==> config.mk <==
export PLATFORM = sky130hd
export DESIGN_NAME = muldiv_unit_flat
export DESIGN_NICKNAME = d
export VERILOG_FILES = /design/src/rtl/muldiv_unit_if.sv /design/src/rtl/muldiv_unit.sv /design/src/flat_wrapper.sv
export SDC_FILE = /design/constraint.sdc
export NUM_CORES = 1
export LEC_CHECK = 0
export ABC_CLOCK_PERIOD_IN_PS = 3500
export CAP_MARGIN = 20
export CORE_ASPECT_RATIO = 1.2
export CORE_UTILIZATION = 45
export CTS_CLUSTER_DIAMETER = 120
export DETAILED_ROUTE_END_ITERATION = 8
export PLACE_DENSITY = 0.66
export SKIP_CTS_REPAIR_TIMING = 1
export SLEW_MARGIN = 20
export SYNTH_ARGS = -nofsm -noshare
export SYNTH_HDL_FRONTEND = slang
export SYNTH_SLANG_ARGS = --single-unit
==> constraint.sdc <==
create_clock -name clk -period 3.5 [get_ports clk]
set_input_delay 0.7 -clock clk [delete_from_list [all_inputs] [get_ports clk]]
set_output_delay 0.7 -clock clk [all_outputs]
set_load 0.02 [all_outputs]
==> src/rtl/muldiv_unit_if.sv <==
// ----------------------------------------------------------------------------
// muldiv_unit_if
//   Request/result bundle between the execute stage and the iterative
//   multiply/divide unit.
//
//   Request  (master -> slave): start, op[1:0], a[N-1:0], b[N-1:0]
//   Response (slave -> master): busy, done, hi[N-1:0], lo[N-1:0], divz, ill
// ----------------------------------------------------------------------------
interface muldiv_unit_if #(
    parameter int N = 32
);
    logic         start;
    logic [1:0]   op;
    logic [N-1:0] a;
    logic [N-1:0] b;
    logic         busy;
    logic         done;
    logic [N-1:0] hi;
    logic [N-1:0] lo;
    logic         divz;
    logic         ill;

    modport master (
        output start, op, a, b,
        input  busy, done, hi, lo, divz, ill
    );

    modport slave (
        input  start, op, a, b,
        output busy, done, hi, lo, divz, ill
    );
endinterface

==> src/rtl/muldiv_unit.sv <==
// ----------------------------------------------------------------------------
// muldiv_unit
//   Iterative radix-2 multiply/divide unit for the MIPS execute stage.
//   mult/multu produce an N x N -> 2N product (hi:lo); div/divu produce the
//   quotient in lo and the remainder in hi. One bit is processed per cycle on
//   operand magnitudes; signs are applied in a single fix-up cycle.
//
//   Ports:
//     clk     rising-edge clock
//     rst     synchronous active-high reset
//     mdu_if  slave side of muldiv_unit_if
//               start/op/a/b  request, sampled when the unit is not busy
//               busy          RUN or FIX in progress
//               done          one-cycle completion pulse
//               hi/lo         result registers, held until next completion
//               divz          last completed op was a divide by zero
//               ill           last completed op was unsupported
//
//   Build option: define MULDIV_DIV_EN to include the divide datapath.
//   Without it, div/divu complete in two cycles with ill=1, hi=lo=0.
// ----------------------------------------------------------------------------
module muldiv_unit #(
    parameter int N = 32
) (
    input  logic         clk,
    input  logic         rst,
    muldiv_unit_if.slave mdu_if
);
    localparam int CW = $clog2(N + 1);

    typedef enum logic [1:0] {IDLE, RUN, FIX, DONE} state_t;

    state_t         state_q, state_d;
    logic [CW-1:0]  cnt_q, cnt_d;
    logic [N-1:0]   hi_q, hi_d, lo_q, lo_d;
    logic           divz_q, divz_d, ill_q, ill_d;

    // Datapath state (no reset needed: always loaded on start)
    logic           div_q, div_d;
    logic           neg_lo_q, neg_lo_d;
    logic [2*N-1:0] acc_q, acc_d;
    logic [N-1:0]   mcand_q, mcand_d;
`ifdef MULDIV_DIV_EN
    logic           neg_hi_q, neg_hi_d;
    logic           zdiv_q, zdiv_d;
`endif

    function automatic logic [N-1:0] mag(input logic [N-1:0] x, input logic is_signed);
        return (is_signed && x[N-1]) ? -x : x;
    endfunction

    function automatic logic [N-1:0] neg_n(input logic [N-1:0] x, input logic en);
        return en ? -x : x;
    endfunction

    function automatic logic [2*N-1:0] neg_2n(input logic [2*N-1:0] x, input logic en);
        return en ? -x : x;
    endfunction

    logic           sgn;
    logic [N-1:0]   a_mag, b_mag;
    logic [N:0]     psum;
    logic [2*N-1:0] mult_step;

    // op[0]=0 selects the signed variants
    assign sgn   = ~mdu_if.op[0];
    assign a_mag = mag(mdu_if.a, sgn);
    assign b_mag = mag(mdu_if.b, sgn);

    // Shift-add: acc = {partial product, remaining multiplier bits}
    assign psum      = {1'b0, acc_q[2*N-1:N]} + {1'b0, mcand_q};
    assign mult_step = acc_q[0] ? {psum, acc_q[N-1:1]} : {1'b0, acc_q[2*N-1:1]};

`ifdef MULDIV_DIV_EN
    logic [N:0]     rem_sh, trial;
    logic [2*N-1:0] div_step;

    // Restoring division: acc = {remainder, dividend bits -> quotient bits}.
    // The remainder stays below the divisor, so the shifted remainder is
    // below 2*divisor and trial[N] alone signals a borrow.
    assign rem_sh   = {acc_q[2*N-1:N], acc_q[N-1]};
    assign trial    = rem_sh - {1'b0, mcand_q};
    assign div_step = trial[N] ? {rem_sh[N-1:0], acc_q[N-2:0], 1'b0}
                               : {trial[N-1:0],  acc_q[N-2:0], 1'b1};
`endif

    always_comb begin
        state_d  = state_q;
        cnt_d    = cnt_q;
        hi_d     = hi_q;
        lo_d     = lo_q;
        divz_d   = divz_q;
        ill_d    = ill_q;
        div_d    = div_q;
        neg_lo_d = neg_lo_q;
        acc_d    = acc_q;
        mcand_d  = mcand_q;
`ifdef MULDIV_DIV_EN
        neg_hi_d = neg_hi_q;
        zdiv_d   = zdiv_q;
`endif

        case (state_q)
            IDLE, DONE: begin
                if (mdu_if.start) begin
                    div_d    = mdu_if.op[1];
                    cnt_d    = CW'(N);
                    neg_lo_d = sgn & (mdu_if.a[N-1] ^ mdu_if.b[N-1]);
                    if (mdu_if.op[1]) begin
                        acc_d   = {{N{1'b0}}, a_mag};
                        mcand_d = b_mag;
                    end else begin
                        acc_d   = {{N{1'b0}}, b_mag};
                        mcand_d = a_mag;
                    end
`ifdef MULDIV_DIV_EN
                    neg_hi_d = sgn & mdu_if.a[N-1];
                    zdiv_d   = mdu_if.op[1] & (mdu_if.b == '0);
                    state_d  = RUN;
`else
                    // Unsupported divide skips straight to the fix-up cycle
                    state_d  = mdu_if.op[1] ? FIX : RUN;
`endif
                end else begin
                    state_d = IDLE;
                end
            end

            RUN: begin
`ifdef MULDIV_DIV_EN
                acc_d = div_q ? div_step : mult_step;
`else
                acc_d = mult_step;
`endif
                cnt_d = cnt_q - CW'(1);
                if (cnt_q == CW'(1)) begin
                    state_d = FIX;
                end
            end

            FIX: begin
                state_d = DONE;
                ill_d   = 1'b0;
                divz_d  = 1'b0;
                if (div_q) begin
`ifdef MULDIV_DIV_EN
                    lo_d   = zdiv_q ? '1 : neg_n(acc_q[N-1:0], neg_lo_q);
                    hi_d   = neg_n(acc_q[2*N-1:N], neg_hi_q);
                    divz_d = zdiv_q;
`else
                    lo_d   = '0;
                    hi_d   = '0;
                    ill_d  = 1'b1;
`endif
                end else begin
                    {hi_d, lo_d} = neg_2n(acc_q, neg_lo_q);
                end
            end

            default: state_d = IDLE;
        endcase
    end

    always_ff @(posedge clk) begin
        if (rst) begin
            state_q <= IDLE;
            cnt_q   <= '0;
            hi_q    <= '0;
            lo_q    <= '0;
            divz_q  <= 1'b0;
            ill_q   <= 1'b0;
        end else begin
            state_q <= state_d;
            cnt_q   <= cnt_d;
            hi_q    <= hi_d;
            lo_q    <= lo_d;
            divz_q  <= divz_d;
            ill_q   <= ill_d;
        end
    end

    always_ff @(posedge clk) begin
        div_q    <= div_d;
        neg_lo_q <= neg_lo_d;
        acc_q    <= acc_d;
        mcand_q  <= mcand_d;
`ifdef MULDIV_DIV_EN
        neg_hi_q <= neg_hi_d;
        zdiv_q   <= zdiv_d;
`endif
    end

    assign mdu_if.busy = (state_q == RUN) || (state_q == FIX);
    assign mdu_if.done = (state_q == DONE);
    assign mdu_if.hi   = hi_q;
    assign mdu_if.lo   = lo_q;
    assign mdu_if.divz = divz_q;
    assign mdu_if.ill  = ill_q;
endmodule

==> src/flat_wrapper.sv <==
// flat-port wrapper written by rule: the top's interface ports become plain ports
module muldiv_unit_flat 
#(
    parameter int N = 32
)
  (clk, rst, mdu_if_start, mdu_if_op, mdu_if_a, mdu_if_b, mdu_if_busy, mdu_if_done, mdu_if_hi, mdu_if_lo, mdu_if_divz, mdu_if_ill);
  muldiv_unit_if #(.N(N)) mdu_if_i ();
  input  logic clk;
  input  logic rst;
  input wire logic [$bits(mdu_if_i.start)-1:0] mdu_if_start;
  input wire logic [$bits(mdu_if_i.op)-1:0] mdu_if_op;
  input wire logic [$bits(mdu_if_i.a)-1:0] mdu_if_a;
  input wire logic [$bits(mdu_if_i.b)-1:0] mdu_if_b;
  output wire logic [$bits(mdu_if_i.busy)-1:0] mdu_if_busy;
  output wire logic [$bits(mdu_if_i.done)-1:0] mdu_if_done;
  output wire logic [$bits(mdu_if_i.hi)-1:0] mdu_if_hi;
  output wire logic [$bits(mdu_if_i.lo)-1:0] mdu_if_lo;
  output wire logic [$bits(mdu_if_i.divz)-1:0] mdu_if_divz;
  output wire logic [$bits(mdu_if_i.ill)-1:0] mdu_if_ill;
  assign mdu_if_i.start = mdu_if_start;
  assign mdu_if_i.op = mdu_if_op;
  assign mdu_if_i.a = mdu_if_a;
  assign mdu_if_i.b = mdu_if_b;
  assign mdu_if_busy = mdu_if_i.busy;
  assign mdu_if_done = mdu_if_i.done;
  assign mdu_if_hi = mdu_if_i.hi;
  assign mdu_if_lo = mdu_if_i.lo;
  assign mdu_if_divz = mdu_if_i.divz;
  assign mdu_if_ill = mdu_if_i.ill;
  muldiv_unit #(.N(N)) u_core (.clk(clk), .rst(rst), .mdu_if(mdu_if_i));
endmodule
==> results.txt <==
CTS H-tree depth - 4
number of filler instances in the final layout - 2,222
total routing usage reported by global routing - 0.2751
Layout area overhead - 24.14%
largest net degree at the start of global routing - 51
setup violation total in the final timing report - 0
path depth of the worst reg2reg path - 8
most frequently used cell type in the post-synthesis netlist - sky130_fd_sc_hd__o21ai_0
Post-Syn Area - 11,190 µm²
overflow left after global routing - 0
end point of the critical path - u_core.mdu_if.hi[10]
initial core utilization - 0.4625
Synth Flop Type - sky130_fd_sc_hd__edfxtp_1
final wirelength - 33,990 µm
maximum resistive drop on vdd - 0.0004400 V
arrival time of data at the critical path endpoint - 3650 ps
total via count after detailed routing - 10.09k
clock latency reported for the late side of the worst-skew pair - 440 ps
commonest cells in the netlist - sky130_fd_sc_hd__o21ai_0, sky130_fd_sc_hd__nor2_1, sky130_fd_sc_hd__nand2_1
Hold WC Path Type - flop to flop
biggest area consumer among synthesized cells - sky130_fd_sc_hd__edfxtp_1
data required time of the critical path - 3800 ps
worst hold slack - 448.7 ps
setup repair after global routing missed its margin - false
endpoint of the worst register-to-register path - u_core.mdu_if.hi[10]
number of antenna violations at the first check in global routing - 0
highest achievable clock rate - 298.1 MHz
total iterations of the first detailed-routing run - 6
flop-to-flop setup slack - 150 ps
share of the clock period used by the worst path - 0.9584
Mapped Avg Cell Area - 8.976 µm²
Synth Net Count - 1,357
Final Slew Violations - 0
proportion of layout cells with a drive suffix above 1 - 0.09944
static power due to leakage - 5.190 nW
count of input and output buffers - 135
DRC - 0
run status - complete, no violations
placeable core region - 24,200 µm²
Detailed Route Iter0 Violations - 680
Yosys reg bits - 171
clock tree sinks - 171
Detail Route Antenna Nets - 0
max capacitance violation total - 0
slew of the pin with the lowest slew margin - 988.9 ps
crit path from - u_core.acc_q[26]
number of hold violations in the final report - 0
number of distinct library cell variants in the gate-level netlist after synthesis - 70
antenna fix cells - 0
routability-driven placement congestion ratio - 1.018
clock-pin slew of the registers on the worst-case setup and hold paths - 60 ps
number of instances in the synthesized netlist - 1,247
minimum clock period after layout - 3354 ps
total number of nets in the final design - 1,525
wire length per cell - 19.45 µm
largest cells by area after synthesis - sky130_fd_sc_hd__edfxtp_1, sky130_fd_sc_hd__dfxtp_1, sky130_fd_sc_hd__xor2_1
first-pass GRT wire length - 53,950 µm
CTS buffer count - 17
area share of the leading cell type in the synthesized netlist - 0.2629
total of warnings raised by yosys - 0
floorplan die height - 174.8 µm
critical register-to-register path startpoint - u_core.acc_q[26]
detailed-route vias per instance - 5.770
Async S/R FF share, synth - 0
fin cells - 1,748
register area share after synthesis - 0.3935
utilization after layout - 0.5741
Post-Place Cells - 1,715
worst slew margin relative to its limit - 0.3383
clock root buffer - sky130_fd_sc_hd__clkbuf_16
Std-Cell Rows - 62
floorplan die area - 25,510 µm²
critical path start-end classification - flop to flop
clock tree buffer depth - 2
worst clock skew - 11.74 ps
Horiz. Die Dim - 146.0 µm
startpoint type of the worst setup path - flop
num ports - 137
vias in the first global route - 9,894
DPL Wire Length - 26,600 µm
clock tree from TritonCTS - built
CP max FO - 3
number of enable-type register cells in the synthesized netlist - 98
crit end category - flop
power density normalized to cell area - 821.8 nW/µm²
==> where the power goes <==
part	total, mW	switching (mW)	leakage, nW	internal, mW
Combinational	5.80	3.40	3.34	2.40
Clock	1.94	0.837	0.304	1.11
Sequential	3.68	0.643	1.54	3.04
==> metrics by stage <==
stage          instance area, µm²  setup slack (ps)  power (mW)  setup TNS (ps)
2_1_floorplan               11200             59.99       7.366               0
3_3_place_gp                13270           -0.4192       9.412         -0.4192
3_5_place_dp                13270            -14.90       9.452          -14.90
4_1_cts                     13880             139.0       11.41               0
5_1_grt                     13900             9.386       12.19               0
6_report                    13900             145.7       11.42               0
==> metal layers <==
| layer | track usage | share of wire | vias to the layer above |
|---|---|---|---|
| li1 | - | - | 4915 |
| met2 | 0.4573 | 0.48 | 326 |
| met4 | 0.1706 | 0.055 | 0 |
| met3 | 0.03211 | 0.039 | 68 |
| met5 | 0 | 0 | - |
| met1 | 0.3416 | 0.43 | 4777 |
==> cells in the final DEF (no fill, tap or decap), types with 45 or more instances in the layout <==
cell,count
sky130_fd_sc_hd__clkdlybuf4s50_1,134
sky130_fd_sc_hd__o21ai_0,124
sky130_fd_sc_hd__nor2_1,119
sky130_fd_sc_hd__nand2_1,117
sky130_fd_sc_hd__edfxtp_1,98
sky130_fd_sc_hd__a21oi_1,77
sky130_fd_sc_hd__xor2_1,73
sky130_fd_sc_hd__buf_4,73
sky130_fd_sc_hd__dfxtp_1,73
sky130_fd_sc_hd__xnor2_1,70
sky130_fd_sc_hd__mux2i_1,45
==> final cells by class <==
class | count | area, µm² | area share
clock buffer | 24 | 545.5 | 0.03926
clock inverter | 8 | 65.06 | 0.004682
inverter | 32 | 123.9 | 0.008914
timing repair buffer | 209 | 1909 | 0.1374
multi-input combinational | 984 | 6447 | 0.4640
tap | 320 | 400.4 | 0.02881
sequential | 171 | 4404 | 0.3169
==> worst min path at each step <==
stage                               startpoint                   end  slack (ps)  cells past startpoint
after floorplan                u_core.cnt_q[1]       u_core.cnt_q[1]         480                      2
after global placement    u_core.mdu_if.hi[16]  u_core.mdu_if.hi[16]         430                      2
after detailed placement  u_core.mdu_if.hi[21]  u_core.mdu_if.hi[21]         440                      2
after CTS                 u_core.mdu_if.hi[10]  u_core.mdu_if.hi[10]         450                      2
after global routing      u_core.mdu_if.hi[23]  u_core.mdu_if.hi[23]         470                      2
final                     u_core.mdu_if.hi[13]  u_core.mdu_if.hi[13]         450                      2
==> kinds of logic (layout without fill, tap and decap cells) <==
logic type,after synthesis,after routing,synth area share
other,1,1,0.0003350
xor gates and xnor gates,143,143,0.1119
muxes,64,64,0.05936
adders and majority gates,41,41,0.04650
buffers and inverters,92,273,0.03119
and+or+nand+nor,400,400,0.1712
AOI/OAI and AO/OA,335,335,0.1860
DFF,171,171,0.3935
==> worst max-delay path, cell delays in order, from the launching register on <==
cell,delay (ps)
sky130_fd_sc_hd__edfxtp_1,440
sky130_fd_sc_hd__or4_4,570
sky130_fd_sc_hd__or3_1,340
sky130_fd_sc_hd__or4_4,580
sky130_fd_sc_hd__or4_4,450
sky130_fd_sc_hd__or3_4,370
sky130_fd_sc_hd__o41ai_4,220
sky130_fd_sc_hd__xor2_1,180
sky130_fd_sc_hd__o21ai_1,70
==> flip-flops by register name (all words and copies together) (netlist names) <==
signal	flops
u_core.acc_q	64
u_core.cnt_q	6
u_core.div_q	1
u_core.state_q	2
u_core.mdu_if.lo	32
u_core.mdu_if.ill	1
u_core.mcand_q	32
u_core.neg_lo_q	1
u_core.mdu_if.hi	32
Power figures use the tool's default switching activity.
